### src/rtl/mdu_pkg.sv
// Shared encodings for the iterative multiply/divide unit.
package mdu_pkg;

    typedef enum logic [1:0] {
        OP_MULTU = 2'b00,
        OP_MULT  = 2'b01,
        OP_DIVU  = 2'b10,
        OP_DIV   = 2'b11
    } op_e;

    typedef enum logic [1:0] {
        S_IDLE = 2'b00,
        S_CALC = 2'b01,
        S_FIX  = 2'b10
    } state_e;

    // Counter must be able to hold the value N.
    function automatic int unsigned cnt_width(input int unsigned n);
        return $clog2(n + 1);
    endfunction

endpackage

### src/rtl/mul_div_unit_rca.sv
// N-bit ripple-carry adder; the subtract path is formed by the caller (~y, cin=1).
module mul_div_unit_rca #(
    parameter int unsigned N = 32
) (
    input  logic [N-1:0] x,
    input  logic [N-1:0] y,
    input  logic         cin,
    output logic [N-1:0] sum,
    output logic         cout
);

    logic [N:0] carry;

    assign carry[0] = cin;

    for (genvar i = 0; i < N; i++) begin : g_fa
        assign sum[i]     = x[i] ^ y[i] ^ carry[i];
        assign carry[i+1] = (x[i] & y[i]) | (carry[i] & (x[i] ^ y[i]));
    end

    assign cout = carry[N];

endmodule

### src/rtl/mul_div_unit.sv
// Iterative MULT/MULTU/DIV/DIVU unit: one result bit per cycle, results held in hi/lo.
module mul_div_unit #(
    parameter int unsigned N = 32
) (
    input  logic         clk,
    input  logic         rst_n,
    input  logic         start,
    input  logic [1:0]   op,
    input  logic [N-1:0] a,
    input  logic [N-1:0] b,
    output logic         busy,
    output logic         done,
    output logic         div_by_zero,
    output logic [N-1:0] hi,
    output logic [N-1:0] lo
);
    import mdu_pkg::*;

    localparam int unsigned    CNT_W   = cnt_width(N);
    localparam logic [CNT_W-1:0] CNT_ONE = {{(CNT_W-1){1'b0}}, 1'b1};
    localparam logic [CNT_W-1:0] CNT_LAST = CNT_W'(N - 1);
    localparam logic [N-1:0]   ONE     = {{(N-1){1'b0}}, 1'b1};
    localparam logic [2*N-1:0] ONE_2N  = {{(2*N-1){1'b0}}, 1'b1};

    state_e           state_q, state_d;
    op_e              op_q, op_d;
    logic [CNT_W-1:0] cnt_q, cnt_d;
    logic [N-1:0]     acc_hi_q, acc_hi_d;
    logic [N-1:0]     acc_lo_q, acc_lo_d;
    logic [N-1:0]     mcand_q, mcand_d;
    logic [N-1:0]     a_orig_q, a_orig_d;
    logic             sign_a_q, sign_a_d;
    logic             sign_b_q, sign_b_d;
    logic             dbz_q, dbz_d;
    logic             done_q, done_d;
    logic [N-1:0]     hi_q, hi_d;
    logic [N-1:0]     lo_q, lo_d;

    // Operand conditioning at accept
    op_e          op_in;
    logic         in_signed, in_div;
    logic         a_neg, b_neg;
    logic [N-1:0] a_mag, b_mag;

    assign op_in     = op_e'(op);
    assign in_signed = (op_in == OP_MULT) || (op_in == OP_DIV);
    assign in_div    = (op_in == OP_DIVU) || (op_in == OP_DIV);
    assign a_neg     = in_signed & a[N-1];
    assign b_neg     = in_signed & b[N-1];
    assign a_mag     = a_neg ? (~a + ONE) : a;
    assign b_mag     = b_neg ? (~b + ONE) : b;

    // Shared adder: acc_hi + mcand for multiply, shifted remainder - divisor for divide
    logic         is_mul;
    logic [N-1:0] rem_sh;
    logic [N-1:0] rca_x, rca_y, rca_sum;
    logic         rca_cin, rca_cout;

    assign is_mul  = (op_q == OP_MULTU) || (op_q == OP_MULT);
    assign rem_sh  = {acc_hi_q[N-2:0], acc_lo_q[N-1]};
    assign rca_x   = is_mul ? acc_hi_q : rem_sh;
    assign rca_y   = is_mul ? mcand_q : ~mcand_q;
    assign rca_cin = ~is_mul;

    mul_div_unit_rca #(
        .N(N)
    ) u_rca (
        .x   (rca_x),
        .y   (rca_y),
        .cin (rca_cin),
        .sum (rca_sum),
        .cout(rca_cout)
    );

    logic [N:0] mul_ext;
    logic       qbit;

    assign mul_ext = acc_lo_q[0] ? {rca_cout, rca_sum} : {1'b0, acc_hi_q};
    // The bit shifted out of rem makes the trial exceed any N-bit divisor.
    assign qbit    = acc_hi_q[N-1] | rca_cout;

    // Sign fix-up incrementers, independent of the RCA
    logic [2*N-1:0] prod, prod_neg;
    logic [N-1:0]   quo_neg, rem_neg;

    assign prod     = {acc_hi_q, acc_lo_q};
    assign prod_neg = ~prod + ONE_2N;
    assign quo_neg  = ~acc_lo_q + ONE;
    assign rem_neg  = ~acc_hi_q + ONE;

    always_comb begin
        state_d  = state_q;
        op_d     = op_q;
        cnt_d    = cnt_q;
        acc_hi_d = acc_hi_q;
        acc_lo_d = acc_lo_q;
        mcand_d  = mcand_q;
        a_orig_d = a_orig_q;
        sign_a_d = sign_a_q;
        sign_b_d = sign_b_q;
        dbz_d    = dbz_q;
        done_d   = 1'b0;
        hi_d     = hi_q;
        lo_d     = lo_q;

        unique case (state_q)
            S_IDLE: begin
                if (start) begin
                    state_d  = S_CALC;
                    op_d     = op_in;
                    cnt_d    = '0;
                    sign_a_d = a_neg;
                    sign_b_d = b_neg;
                    a_orig_d = a;
                    dbz_d    = in_div && (b == '0);
                    acc_hi_d = '0;
                    acc_lo_d = in_div ? a_mag : b_mag;
                    mcand_d  = in_div ? b_mag : a_mag;
                end
            end
            S_CALC: begin
                cnt_d = cnt_q + CNT_ONE;
                if (is_mul) begin
                    acc_hi_d = mul_ext[N:1];
                    acc_lo_d = {mul_ext[0], acc_lo_q[N-1:1]};
                end else begin
                    acc_hi_d = qbit ? rca_sum : rem_sh;
                    acc_lo_d = {acc_lo_q[N-2:0], qbit};
                end
                if (cnt_q == CNT_LAST) begin
                    state_d = S_FIX;
                end
            end
            S_FIX: begin
                state_d = S_IDLE;
                done_d  = 1'b1;
                if (is_mul) begin
                    {hi_d, lo_d} = (sign_a_q ^ sign_b_q) ? prod_neg : prod;
                end else if (dbz_q) begin
                    hi_d = a_orig_q;
                    lo_d = '1;
                end else begin
                    hi_d = sign_a_q ? rem_neg : acc_hi_q;
                    lo_d = (sign_a_q ^ sign_b_q) ? quo_neg : acc_lo_q;
                end
            end
            default: state_d = S_IDLE;
        endcase
    end

    always_ff @(posedge clk or negedge rst_n) begin
        if (!rst_n) begin
            state_q  <= S_IDLE;
            op_q     <= OP_MULTU;
            cnt_q    <= '0;
            acc_hi_q <= '0;
            acc_lo_q <= '0;
            mcand_q  <= '0;
            a_orig_q <= '0;
            sign_a_q <= 1'b0;
            sign_b_q <= 1'b0;
            dbz_q    <= 1'b0;
            done_q   <= 1'b0;
            hi_q     <= '0;
            lo_q     <= '0;
        end else begin
            state_q  <= state_d;
            op_q     <= op_d;
            cnt_q    <= cnt_d;
            acc_hi_q <= acc_hi_d;
            acc_lo_q <= acc_lo_d;
            mcand_q  <= mcand_d;
            a_orig_q <= a_orig_d;
            sign_a_q <= sign_a_d;
            sign_b_q <= sign_b_d;
            dbz_q    <= dbz_d;
            done_q   <= done_d;
            hi_q     <= hi_d;
            lo_q     <= lo_d;
        end
    end

    assign busy        = (state_q != S_IDLE);
    assign done        = done_q;
    assign div_by_zero = dbz_q;
    assign hi          = hi_q;
    assign lo          = lo_q;

endmodule
### config.mk
export PLATFORM = sky130hd
export DESIGN_NAME = mul_div_unit
export DESIGN_NICKNAME = d
export VERILOG_FILES = /design/src/rtl/mdu_pkg.sv /design/src/rtl/mul_div_unit_rca.sv /design/src/rtl/mul_div_unit.sv
export SDC_FILE = /design/constraint.sdc
export NUM_CORES = 1
export LEC_CHECK = 0
export CORE_MARGIN = 1
export CORE_UTILIZATION = 53
export CTS_CLUSTER_DIAMETER = 120
export CTS_CLUSTER_SIZE = 24
export DETAILED_ROUTE_END_ITERATION = 10
export DONT_BUFFER_PORTS = 1
export GPL_ROUTABILITY_DRIVEN = 1
export PLACE_DENSITY_LB_ADDON = 0.25
export SYNTH_ARGS = -nofsm -noshare
export SYNTH_HDL_FRONTEND = slang
export SYNTH_SLANG_ARGS = --single-unit
export TNS_END_PERCENT = 5
### constraint.sdc
create_clock -name clk -period 18 [get_ports clk]
set_clock_uncertainty 0.1 [all_clocks]
set_input_delay 0.9 -clock clk [delete_from_list [all_inputs] [get_ports clk]]
set_output_delay 0.9 -clock clk [all_outputs]
set_load 0.05 [all_outputs]
==> impl_summary.md, run 1 <==
Layout
The synthesis-to-finish area growth is 2.76%. The antenna cell count is 0. The layout cell share with drive strength beyond 1 is 6.06%. The design area is 15,800 um^2. For this run, the post-layout net count is 1,852.

Once layout is complete, the cells apart from fillers number 2,127.

Synth
The part of the Yosys area used for sequential elements is 33.4%. The top flip-flop cell by instance count after synthesis is sky130_fd_sc_hd__dfrtp_1. Sorting the synthesized cells by area gives the leading types as sky130_fd_sc_hd__dfrtp_1 33%, sky130_fd_sc_hd__nand2_1 7.4%, sky130_fd_sc_hd__xnor2_1 4.8%, sky130_fd_sc_hd__mux2i_1 4.6%, sky130_fd_sc_hd__o21ai_0 4.5%. Of all flip-flops after synthesis, the portion carrying an async set or reset was 100%. The fraction of synthesized cell area taken by the top area cell type is 33.4%. The synthesized design contains 205 register bits. Counting flops with a built-in enable in the synthesized netlist gives 0.

Summing every instance area after synthesis gives 15,400 um^2. The largest total area in the synthesized netlist belongs to sky130_fd_sc_hd__dfrtp_1. The number of nets in the synthesized netlist is 1,984.

The number of cells produced by synthesis is 1,879. For this run, the number of Yosys warnings is 0. The average cell area after synthesis is 8.17 um^2. After synthesis, the netlist uses 81 different library cells.

GRT
The number of global-route vias before repair is 12,933. The remaining global-route overflow is 0. The first global-routing pass estimated 79,400 um of wire.

The global-route usage over all layers is 35.4%. The maximum number of pins on one net before global-route repair is 113. The initial antenna violation count is 0.

Setup path
The largest fanout on the critical path is 76. On the critical path, the stage with the largest delay is an instance of sky130_fd_sc_hd__dfrtp_4. The critical path launch point type is a register. STA puts the critical path data arrival time at 15.21 ns.

For the worst setup path, the data required time is 18.31 ns. The worst setup path is captured at a register. The most frequent cell on the critical path is sky130_fd_sc_hd__fa_1. The critical path class is register to register.

In this design, the stage delay of the slowest critical-path cell is 0.96 ns. The worst register-to-register path has a setup slack of 3.10 ns.

Drt
The detail route stage leaves a number of antenna-violating nets equal to 0. The first detailed-routing pass took 7 iterations. After the first detailed-routing iteration, the DRC count stood at 2,107. The mean routed wirelength per cell is 24.7 um. Wires add up to 52,500 um. The post-detailed-route via-to-cell ratio is 6.69. For this block, the via count after detailed routing is 14,227. The post-route DRC violation count is 0.

Timing
On the final layout, the worst hold slack is 0.0149 ns. The total count of hold-check failures in the final report is 0. Setup repair after global routing left no endpoint under its margin. Adding up every negative setup slack in the final design gives 0 ns.

The pin slew with the least headroom to its limit is 1.05 ns. Derived from the worst setup path, the maximum achievable clock frequency is 0.0671 GHz. The worst path setup slack after routing is 3.10 ns.

The worst slew slack as a fraction of its limit is 29.7%. Setup violations remaining at the end of the flow were counted as 0. The routed design could run at a clock period as short as 14.90 ns. The max-slew violation count is 0. The post-route fraction of the period consumed by the critical path is 82.8%.

Place
The quantity of I/O buffers inserted on ports is 0. Summing all placed instances gives a cell area of 15,300 um^2. The number of cells in the design after placement is 2,105.

The HPWL after detailed placement is 37,400 um. At the placement stage, the worst setup path has a slack of 3.32 ns. Routability-driven placement finished with a final weighted congestion of 0.978.

Floorplanning
The initial core utilization is 54.5%. The die outline height is 172 um. 136 I/O pins were placed. After floorplanning, the core was divided into 61 placement rows.

The die outline area is 29,700 um^2. The floorplan step set the die width to 172 um. The area of the core is 28,200 um^2.

Clock tree
Clock-pin slew was measured on the worst setup and hold paths at 0.11 ns. The number of buffers created by CTS is 12. Clock latency on the worst-skew pair, taken at its later pin, is 0.49 ns. The clock drives 205 sinks. TritonCTS built the clock tree. Post-CTS repair changed the size of 0 cells.

In this run the deepest clock path goes through 3 buffers. The cell sitting at the root of the clock tree is a sky130_fd_sc_hd__clkbuf_16. The H-tree level count is 1.

Power
The power density over cell area is 172 nW/um^2. Summed over all cells, the static leakage comes to 6.41 nW. The worst-case IR drop observed on VDD is 0.116 mV.

Run status
The flow ran to the end, and the final reports show no timing, DRC or antenna violations.

Job
Across the run, the number of max-cap violations was 0.

Min path
The worst hold-check path type is input pin to async pin.
==> routing by layer <==
layer  track usage, %  routed length (um)  up-vias
met1             50.1               22200     6872
met3             8.08                5780      100
met4             12.6                1950        0
li1                 -                   -     6404
met5                0                   0        -
met2             52.8               22600      851
==> cell usage after synthesis (6+ instances only) <==
cell type                    n
sky130_fd_sc_hd__nor4_2      8
sky130_fd_sc_hd__and2_1      9
sky130_fd_sc_hd__xnor2_1    84
sky130_fd_sc_hd__a21o_1      7
sky130_fd_sc_hd__a211oi_1   10
sky130_fd_sc_hd__and3_1      9
sky130_fd_sc_hd__nand4_1    15
sky130_fd_sc_hd__o21ai_0   138
sky130_fd_sc_hd__mux2_2     29
sky130_fd_sc_hd__a41oi_1     7
sky130_fd_sc_hd__o31ai_1    32
sky130_fd_sc_hd__mux2i_1    71
sky130_fd_sc_hd__a22oi_1     7
sky130_fd_sc_hd__o221ai_1   31
sky130_fd_sc_hd__a21oi_1   119
sky130_fd_sc_hd__o41ai_1     8
sky130_fd_sc_hd__nor2_1    158
sky130_fd_sc_hd__nand3_1    62
sky130_fd_sc_hd__buf_2       9
sky130_fd_sc_hd__o211ai_1   28
sky130_fd_sc_hd__xor2_1     73
sky130_fd_sc_hd__fa_1       31
sky130_fd_sc_hd__dfrtp_1   205
sky130_fd_sc_hd__or4_1       9
sky130_fd_sc_hd__nand2b_1   10
sky130_fd_sc_hd__nor4_1     19
sky130_fd_sc_hd__clkbuf_1  136
sky130_fd_sc_hd__a221oi_1   12
sky130_fd_sc_hd__inv_1      32
sky130_fd_sc_hd__buf_1      18
sky130_fd_sc_hd__nand2_1   303
sky130_fd_sc_hd__or3_1      10
sky130_fd_sc_hd__o22ai_1     6
sky130_fd_sc_hd__nor3_1     55
sky130_fd_sc_hd__a31oi_1    34
==> timing repair <==
item / in CTS / in global routing
hold buffers: 5 / 1
hold endpoints to repair: 45 / 1
setup buffers: 0 / 0
endpoints found under the setup margin: 0 / 0
==> registers in the layout, summed over array words and instances, names as in the netlist <==
signal       count
done             1
div_by_zero      1
hi              32
sign_a_q         1
acc_lo_q        32
a_orig_q        32
mcand_q         32
state_q          2
lo              32
sign_b_q         1
cnt_q            6
op_q             1
acc_hi_q        32
==> final timing paths <==
| kind | start | to | cells past startpoint |
|---|---|---|---|
| worst max-delay path | op_q[1] | acc_hi_q[6] | 39 |
| worst min-delay path | rst_n | hi[30] | 0 |
| worst max register to register | op_q[1] | acc_hi_q[6] | 39 |
| worst min register to register | cnt_q[5] | cnt_q[5] | 1 |
| max in group asynchronous | rst_n | acc_hi_q[11] | 1 |
| min in group clk | cnt_q[5] | cnt_q[5] | 1 |
==> cell type report <==
type / count / area [um^2]
Tap cell: 378 / 473
Inverter: 34 / 128
Timing Repair Buffer: 22 / 208
Sequential cell: 205 / 5130
Clock buffer: 15 / 333
Clock inverter: 1 / 16.3
Multi-Input combinational cell: 1472 / 9490
Fill cell: 2596 / 12400
==> metrics by stage <==
stage / total power [mW] / util [%]
2_1_floorplan: 1.95 / -
3_3_place_gp: 2.31 / 54.5
3_5_place_dp: 2.36 / 54.5
4_1_cts: 2.66 / 56.0
5_1_grt: 2.90 / 56.0
6_report: 2.71 / 56.0
==> worst max-delay path: cells and delay by family (launching register included) <==
family,cells,cell delay [ns]
simple gates,3,1.06
buf+inv,2,0.13
fa+ha+maj,31,12.01
compound gates,3,0.54
flops,1,0.96
==> layout by cell type (no fill, tap or decap), types with 6 or more instances in the layout <==
| master | n |
|---|---|
| sky130_fd_sc_hd__a22oi_1 | 7 |
| sky130_fd_sc_hd__o21ai_0 | 138 |
| sky130_fd_sc_hd__nor4_1 | 19 |
| sky130_fd_sc_hd__fa_1 | 31 |
| sky130_fd_sc_hd__nand3_1 | 62 |
| sky130_fd_sc_hd__nand2_1 | 302 |
| sky130_fd_sc_hd__a21oi_1 | 119 |
| sky130_fd_sc_hd__buf_4 | 16 |
| sky130_fd_sc_hd__o22ai_1 | 6 |
| sky130_fd_sc_hd__a41oi_1 | 7 |
| sky130_fd_sc_hd__dfrtp_1 | 203 |
| sky130_fd_sc_hd__nand2b_1 | 8 |
| sky130_fd_sc_hd__xnor2_1 | 83 |
| sky130_fd_sc_hd__inv_1 | 31 |
| sky130_fd_sc_hd__a31oi_1 | 34 |
| sky130_fd_sc_hd__mux2_2 | 29 |
| sky130_fd_sc_hd__o41ai_1 | 8 |
| sky130_fd_sc_hd__or4_1 | 9 |
| sky130_fd_sc_hd__mux2i_1 | 71 |
| sky130_fd_sc_hd__o221ai_1 | 31 |
| sky130_fd_sc_hd__xor2_1 | 72 |
| sky130_fd_sc_hd__nor4_2 | 8 |
| sky130_fd_sc_hd__nand4_1 | 15 |
| sky130_fd_sc_hd__o31ai_1 | 32 |
| sky130_fd_sc_hd__a211oi_1 | 10 |
| sky130_fd_sc_hd__nor3_1 | 55 |
| sky130_fd_sc_hd__and2_1 | 8 |
| sky130_fd_sc_hd__o211ai_1 | 28 |
| sky130_fd_sc_hd__and3_1 | 9 |
| sky130_fd_sc_hd__clkbuf_16 | 13 |
| sky130_fd_sc_hd__a221oi_1 | 12 |
| sky130_fd_sc_hd__a21o_1 | 7 |
| sky130_fd_sc_hd__nor2_1 | 156 |
| sky130_fd_sc_hd__or3_1 | 10 |
==> cell families (layout without fill, tap and decap cells) <==
logic type                 count (synthesis)  in the layout  share of synthesized area, %
AOI/OAI and AO/OA                        477            477                          19.9
xor gates and xnor gates                 157            157                          8.95
adders and majority gates                 36             36                          4.45
buffers and inverters                    202             72                          5.15
DFF                                      205            205                          33.4
muxes                                    100            100                          6.75
and+or+nand+nor                          702            702                          21.4
==> where the power goes <==
group	total (mW)	internal, mW	switching, mW
sequential	0.914	0.589	0.325
combinational	1.50	0.630	0.867
clock	0.297	0.133	0.163
(Power assumes the default switching activity.)
==> inputs of run 2 (changes only) <==
clock period = 14.8 ns   (was 18 ns; I/O delays follow)
==> impl_summary.md, run 2 (synthesis gave the netlist of run 1 again) <==
Run status
Status: complete, no violations (unchanged).

Setup path
The signal arrival time at the worst endpoint came to 14.49 ns (was 15.21 ns). The cell family contributing the most delay on the critical path is adder cells (unchanged). The stage delay of the slowest cell on the critical path came to 0.60 ns (was 0.96 ns).

The critical path class is register to register (unchanged). The timing endpoint of the critical path is acc_hi_q[7] (was acc_hi_q[6]). The capturing point of the worst reg2reg path is acc_hi_q[7] (was acc_hi_q[6]). The startpoint of the lowest-slack register-to-register path is acc_hi_q[1] (was op_q[1]).

The launching element of the worst setup path was acc_hi_q[1] (was op_q[1]). The setup slack of the most critical reg-to-reg path was 0.56 ns (was 3.10 ns). The critical path launch point type is a register (unchanged).

The largest fanout on the critical path was 40 (was 76). The endpoint kind of the worst setup timing path is a register (unchanged). The worst reg-to-reg path cell count came to 40 (was 39). The most frequent cell on the critical path is sky130_fd_sc_hd__fa_1 (unchanged). The count of buffer and inverter cells on the critical path is 3 (was 2). The count of cell instances traversed by the critical path is 40 (was 39). The data required time of the worst path is 15.05 ns (was 18.31 ns). The slowest library cell on the worst path is sky130_fd_sc_hd__or2_2 (was sky130_fd_sc_hd__dfrtp_4).

Floorplanning
The number of top-level design ports is 136 (unchanged). The site row count is 61 (unchanged). The die outline height is 172 um (unchanged). The area of the core came to 28,200 um^2 (unchanged). The die width is 172 um (unchanged). The die outline area is 29,700 um^2 (unchanged). The initial core utilization is 54.5% (unchanged).

Layout
Most frequent cells in the layout: 302 x sky130_fd_sc_hd__nand2_1, 203 x sky130_fd_sc_hd__dfrtp_1, 157 x sky130_fd_sc_hd__nor2_1, 138 x sky130_fd_sc_hd__o21ai_0, 119 x sky130_fd_sc_hd__a21oi_1 (was 302 x sky130_fd_sc_hd__nand2_1, 203 x sky130_fd_sc_hd__dfrtp_1, 156 x sky130_fd_sc_hd__nor2_1, 138 x sky130_fd_sc_hd__o21ai_0, 119 x sky130_fd_sc_hd__a21oi_1). The most common library cell in the layout ignoring fill and taps is sky130_fd_sc_hd__nand2_1 (unchanged). The synthesis-to-finish area growth was 2.54% (was 2.76%).

The number of fill cells in the layout came to 2,632 (was 2,596). The final-stage net count is 1,851 (was 1,852). The antenna cell count is 0 (unchanged). The layout cell share with drive strength beyond 1 is 6.17% (was 6.06%). The design area is 15,800 um^2 (about the same).

Power
The sequential power share is 33.1% (was 33.8%). The proportion of power drawn by combinational gates is 55.9% (was 55.3%). The largest vdd supply drop is 0.117 mV (was 0.116 mV). The net switching fraction of the power is 50.0% (about the same). The power density over cell area is 209 nW/um^2 (was 172 nW/um^2). The portion of total power attributed to the clock network is 11.0% (about the same).

The leakage power is 6.40 nW (was 6.41 nW). The net switching component of the power is 1.64 mW (was 1.36 mW). The total internal power came to 1.64 mW (was 1.35 mW).

Min path
The worst hold-check path type is input pin to async pin (unchanged).

Job
The reported max-cap violation count came to 0 (unchanged).

Timing
The max-slew violation count is 0 (unchanged). The worst slew slack as a fraction of its limit came to 9.53% (was 29.7%). The total count of hold-check failures in the final report is 0 (unchanged). RSZ-0062 raised after global routing: false (unchanged).

The maximum clock frequency is 0.0702 GHz (was 0.0671 GHz). The pin slew with the least headroom to its limit came to 1.36 ns (was 1.05 ns). The setup TNS is 0 ns (unchanged). The worst hold slack across all endpoints is 0.0135 ns (was 0.0149 ns).

The post-route fraction of the period consumed by the critical path is 96.2% (was 82.8%). The minimum clock period after layout is 14.24 ns (was 14.90 ns). The final setup violation count is 0 (unchanged).

Drt
The post-detailed-route via-to-cell ratio came to 6.69 (about the same). The remaining antenna violation count is 0 (unchanged). The total detailed-routing wirelength is 51,800 um (was 52,500 um).

The number of DRC violations after detailed-routing iteration 0 is 1,776 (was 2,107). The total via count after detailed routing is 14,237 (was 14,227). The post-route DRC violation count was 0 (unchanged). The mean routed wirelength per cell is 24.3 um (was 24.7 um). The count of TritonRoute iterations in the first routing pass is 6 (was 7).

GRT
The remaining global-route overflow is 0 (unchanged). The number of global-route vias before repair was 12,777 (was 12,933). The met2 usage in global routing is 51.8% (was 52.8%). The initial antenna violation count is 0 (unchanged). The wire length of the first global-routing pass was 78,200 um (was 79,400 um). The global routing usage on met3 is 8.81% (was 8.08%).

The maximum number of pins on one net before global-route repair was 206 (was 113). The met1 demand-to-capacity share in global routing was 49.6% (was 50.1%). The global-route usage over all layers is 34.9% (was 35.4%). The most used routing layer is met2 (unchanged).

Place
The quantity of I/O buffers inserted on ports is 0 (unchanged). The global placement routability congestion came to 0.981 (was 0.978). The placed standard-cell area was 15,400 um^2 (was 15,300 um^2). The detailed placement HPWL is 37,500 um (was 37,400 um).

Clock tree
The H-tree level count is 1 (unchanged). The master cell of the clock root buffer is sky130_fd_sc_hd__clkbuf_16 (unchanged). The clock tree from TritonCTS is done (unchanged). The register clock-pin slew on the reported worst setup and hold paths is 0.11 ns (about the same). The clock latency at the later pin of the worst-skew pair is 0.51 ns (was 0.49 ns).

The number of sinks driven by the clock tree is 205 (unchanged). The post-cts repair resize count is 0 (unchanged). The buffer levels on the longest clock path is 3 (unchanged).

The number of buffers created by CTS was 12 (unchanged).
-- run 2: power by group through the flow --
stage,logic (mW),registers (mW),clock network (mW)
floorplan,1.55,0.827,0
global placement,1.73,1.07,0
detailed placement,1.78,1.08,0
CTS,1.80,1.07,0.366
global route,2.03,1.10,0.384
finish,1.84,1.09,0.362
-- run 2: timing repair --
item,CTS,global route
setup buffers,0,0
endpoints found under the hold margin,205,0
hold buffers,1,0
-- run 2: area by class of cell --
cell class / count / area (um^2) / share of cell area, %
inverter: 34 / 128 / 0.810
sequential: 205 / 5130 / 32.6
tap: 378 / 473 / 3.00
timing repair buffer: 21 / 178 / 1.13
multi-input combinational: 1472 / 9490 / 60.2
clock inverter: 1 / 11.3 / 0.0715
clock buffer: 16 / 337 / 2.14
-- run 2: worst min path at each step --
stage / start / to / depth (start not counted)
after detailed placement: rst_n / hi[21] / 0
after CTS: b[31] / div_by_zero / 1
after global placement: rst_n / hi[21] / 0
final: rst_n / hi[19] / 1
after floorplan: rst_n / a_orig_q[0] / 0
after global routing: op[1] / acc_lo_q[27] / 1
-- run 2: per-layer routing --
layer	vias up	share of wire, %
li1	6403	-
met1	6889	42
met2	832	43
met3	113	12
met4	0	3.6
met5	-	0
-- run 2: through the flow --
| stage | worst slack (ns) | cells | total power [mW] | utilization, % |
|---|---|---|---|---|
| CTS | 0.636 | 2127 | 3.23 | 55.9 |
| global placement | 0.897 | 2109 | 2.81 | 54.6 |
| global route | 0.0769 | 2127 | 3.52 | 55.9 |
| finish | 0.557 | 2127 | 3.29 | 55.9 |
| floorplan | 0.373 | 1879 | 2.37 | - |
| detailed placement | 0.672 | 2109 | 2.86 | 54.6 |
==> inputs of run 3 (changes only) <==
CTS_CLUSTER_SIZE = 8   (was 24)
clock period = 13.9 ns   (was 14.8 ns; I/O delays follow)
==> impl_summary.md, run 3 (synthesis gave the netlist of run 1 again) <==
Run status
Status: finished, violations left (was complete, no violations). The checks that failed: hold timing.

Layout
The synthesis-to-finish area growth is 5.87% (was 2.54%). The design area came to 16,300 um^2 (was 15,800 um^2). The layout cell share with drive strength beyond 1 is 7.95% (was 6.17%). The antenna cell count is 0 (unchanged).

The number of fill cells in the layout came to 2,560 (was 2,632). The most common library cell in the layout ignoring fill and taps was sky130_fd_sc_hd__nand2_1 (unchanged). The footprint of the multi-input gates was 9510 um^2 (was 9490 um^2). The footprint of the flip-flops and latches is 5130 um^2 (unchanged). The fraction of the core area covered by cells at the end of the flow is 57.7% (was 55.9%).

Most frequent cells in the layout: 302 x sky130_fd_sc_hd__nand2_1, 203 x sky130_fd_sc_hd__dfrtp_1, 157 x sky130_fd_sc_hd__nor2_1, 136 x sky130_fd_sc_hd__o21ai_0, 119 x sky130_fd_sc_hd__a21oi_1 (was 302 x sky130_fd_sc_hd__nand2_1, 203 x sky130_fd_sc_hd__dfrtp_1, 157 x sky130_fd_sc_hd__nor2_1, 138 x sky130_fd_sc_hd__o21ai_0, 119 x sky130_fd_sc_hd__a21oi_1). The final-stage net count is 1,877 (was 1,851).

Power
The total internal power is 1.99 mW (was 1.64 mW). The leakage power is 6.64 nW (was 6.40 nW). The sequential power share is 30.8% (was 33.1%).

The largest vdd supply drop is 0.121 mV (was 0.117 mV). The portion of total power attributed to the clock network is 16.4% (was 11.0%). The proportion of power drawn by combinational gates is 52.8% (was 55.9%). The power density over cell area is 232 nW/um^2 (was 209 nW/um^2).

The net switching component of the power is 1.79 mW (was 1.64 mW). The net switching fraction of the power is 47.4% (was 50.0%). The overall power was 3.78 mW (was 3.29 mW).

Clock tree
The buffer levels on the longest clock path was 3 (unchanged). The clock latency at the later pin of the worst-skew pair is 0.55 ns (was 0.51 ns). The register clock-pin slew on the reported worst setup and hold paths is 0.05 ns (was 0.11 ns). The number of sinks driven by the clock tree is 205 (unchanged). The H-tree level count was 1 (unchanged). The master cell of the clock root buffer is sky130_fd_sc_hd__clkbuf_16 (unchanged). The number of buffers created by CTS is 29 (was 12). The clock tree from TritonCTS was done (unchanged).

Drt
The total via count after detailed routing is 14,254 (was 14,237). The count of TritonRoute iterations in the first routing pass is 6 (unchanged). The number of DRC violations after detailed-routing iteration 0 came to 1,730 (was 1,776). The mean routed wirelength per cell is 24.2 um (was 24.3 um).

The total detailed-routing wirelength is 52,100 um (was 51,800 um). The remaining antenna violation count came to 0 (unchanged). The post-detailed-route via-to-cell ratio is 6.62 (was 6.69).

The post-route DRC violation count came to 0 (unchanged).

Job
The reported max-cap violation count is 0 (unchanged).

GRT
The remaining global-route overflow is 0 (unchanged). The initial antenna violation count came to 0 (unchanged). The global-route usage over all layers came to 35.5% (was 34.9%).

The wire length of the first global-routing pass came to 79,100 um (was 78,200 um). The number of global-route vias before repair is 13,151 (was 12,777). The maximum number of pins on one net before global-route repair is 206 (unchanged).

Min path
The worst hold-check path type is input pin to async pin (unchanged).

Timing
The total count of hold-check failures in the final report is 12 (was 0). The max-slew violation count is 0 (unchanged). The final setup violation count is 0 (unchanged). The setup TNS is 0 ns (unchanged).

The pin slew with the least headroom to its limit came to 1.27 ns (was 1.36 ns). RSZ-0062 raised after global routing: false (unchanged). The minimum clock period after layout is 13.49 ns (was 14.24 ns). The worst path setup slack after routing is 0.407 ns (was 0.557 ns). The worst hold slack across all endpoints is -0.0444 ns (was 0.0135 ns).

The worst slew slack as a fraction of its limit was 15.4% (was 9.53%). The maximum clock frequency is 0.0741 GHz (was 0.0702 GHz). The post-route fraction of the period consumed by the critical path is 97.1% (was 96.2%).

Floorplanning
The site row count is 61 (unchanged). The number of top-level design ports is 136 (unchanged). The die outline height is 172 um (unchanged).

The die outline area is 29,700 um^2 (unchanged). The initial core utilization is 54.5% (unchanged). The area of the core is 28,200 um^2 (unchanged). The die width is 172 um (unchanged).

Setup path
The most frequent cell on the critical path is sky130_fd_sc_hd__fa_1 (unchanged). The largest fanout on the critical path is 24 (was 40). The data required time of the worst path is 14.26 ns (was 15.05 ns).

The signal arrival time at the worst endpoint was 13.85 ns (was 14.49 ns). The endpoint kind of the worst setup timing path is a register (unchanged). The cell family contributing the most delay on the critical path is adder cells (unchanged). The critical path launch point type is a register (unchanged).

The count of buffer and inverter cells on the critical path was 3 (unchanged). The stage delay of the slowest cell on the critical path is 0.52 ns (was 0.60 ns). The critical path class is register to register (unchanged). The slowest library cell on the worst path is sky130_fd_sc_hd__dfrtp_4 (was sky130_fd_sc_hd__or2_2).

Place
The placed standard-cell area is 15,400 um^2 (about the same). The pre-CTS setup slack was 0.0846 ns (was 0.672 ns). The detailed placement HPWL is 37,200 um (was 37,500 um).

The quantity of I/O buffers inserted on ports is 0 (unchanged). The global placement routability congestion came to 0.980 (was 0.981).
## run 3: cell types whose count changed in the layout (fill, tap and decap cells not counted), moves of 2 or more
cell / delta
sky130_fd_sc_hd__o21ai_1: +2
sky130_fd_sc_hd__buf_4: +6
sky130_fd_sc_hd__o21ai_0: -2
sky130_fd_sc_hd__fa_1: -8
sky130_fd_sc_hd__clkbuf_16: +16
sky130_fd_sc_hd__fa_2: +8
## run 3: worst register-to-register path: cells and delay by family (launching register included)
kind,cells,cell delay (ns)
fa+ha+maj,31,11.48
simple gates,2,0.43
compound gates,4,0.48
flops,1,0.52
buf+inv,3,0.30
xor+xnor,1,0.11
## run 3: worst paths after layout
path                       startpoint      endpoint  slack (ns)  depth (start not counted)
max                           op_q[1]   acc_hi_q[0]        0.41                         41
min                             rst_n        hi[19]       -0.04                          1
max reg2reg                   op_q[1]   acc_hi_q[0]        0.41                         41
min reg2reg                  cnt_q[5]      cnt_q[5]        0.37                          1
max in group asynchronous       rst_n       op_q[1]       12.60                          1
min in group clk                a[24]  a_orig_q[24]        0.15                          2
## run 3: final cells by class
cell class | count | share of cell area [%]
multi-input cells | 1472 | 58.5
flip-flops and latches | 205 | 31.6
clock buffers | 31 | 4.51
well taps | 378 | 2.91
repair buffers | 30 | 1.65
inverters | 34 | 0.785
clock inverters | 2 | 0.0846
## run 3: through the flow
step	hold WS (ns)	std cells
floorplan	0.299	1879
global placement	0.306	2117
detailed placement	0.306	2117
CTS	0.131	2151
global route	0.139	2152
finish	-0.0444	2152
## run 3: layer usage
metal / up-vias / GRT usage (%) / share of wire [%]
met3: 103 / 11.0 / 12
met5: - / 2.43 / 0.17
met4: 2 / 14.8 / 4.2
li1: 6468 / - / -
met1: 6876 / 49.4 / 42
met2: 805 / 50.4 / 42
## run 3: repair_timing
action / CTS / global route
buffers inserted: 0 / 1
pin swaps: 0 / 0
hold buffers: 1 / 0
endpoints found under the hold margin: 205 / 0
resized for setup: 1 / 12
endpoints found under the setup margin: 1 / 33
## run 3: power by group through the flow
stage               registers [mW]  logic, mW  clock network, mW
finish                        1.16       1.99              0.621
global route                  1.18       2.22              0.653
CTS                           1.14       1.94              0.630
detailed placement            1.15       1.91                  0
global placement              1.14       1.88                  0
floorplan                    0.880       1.65                  0
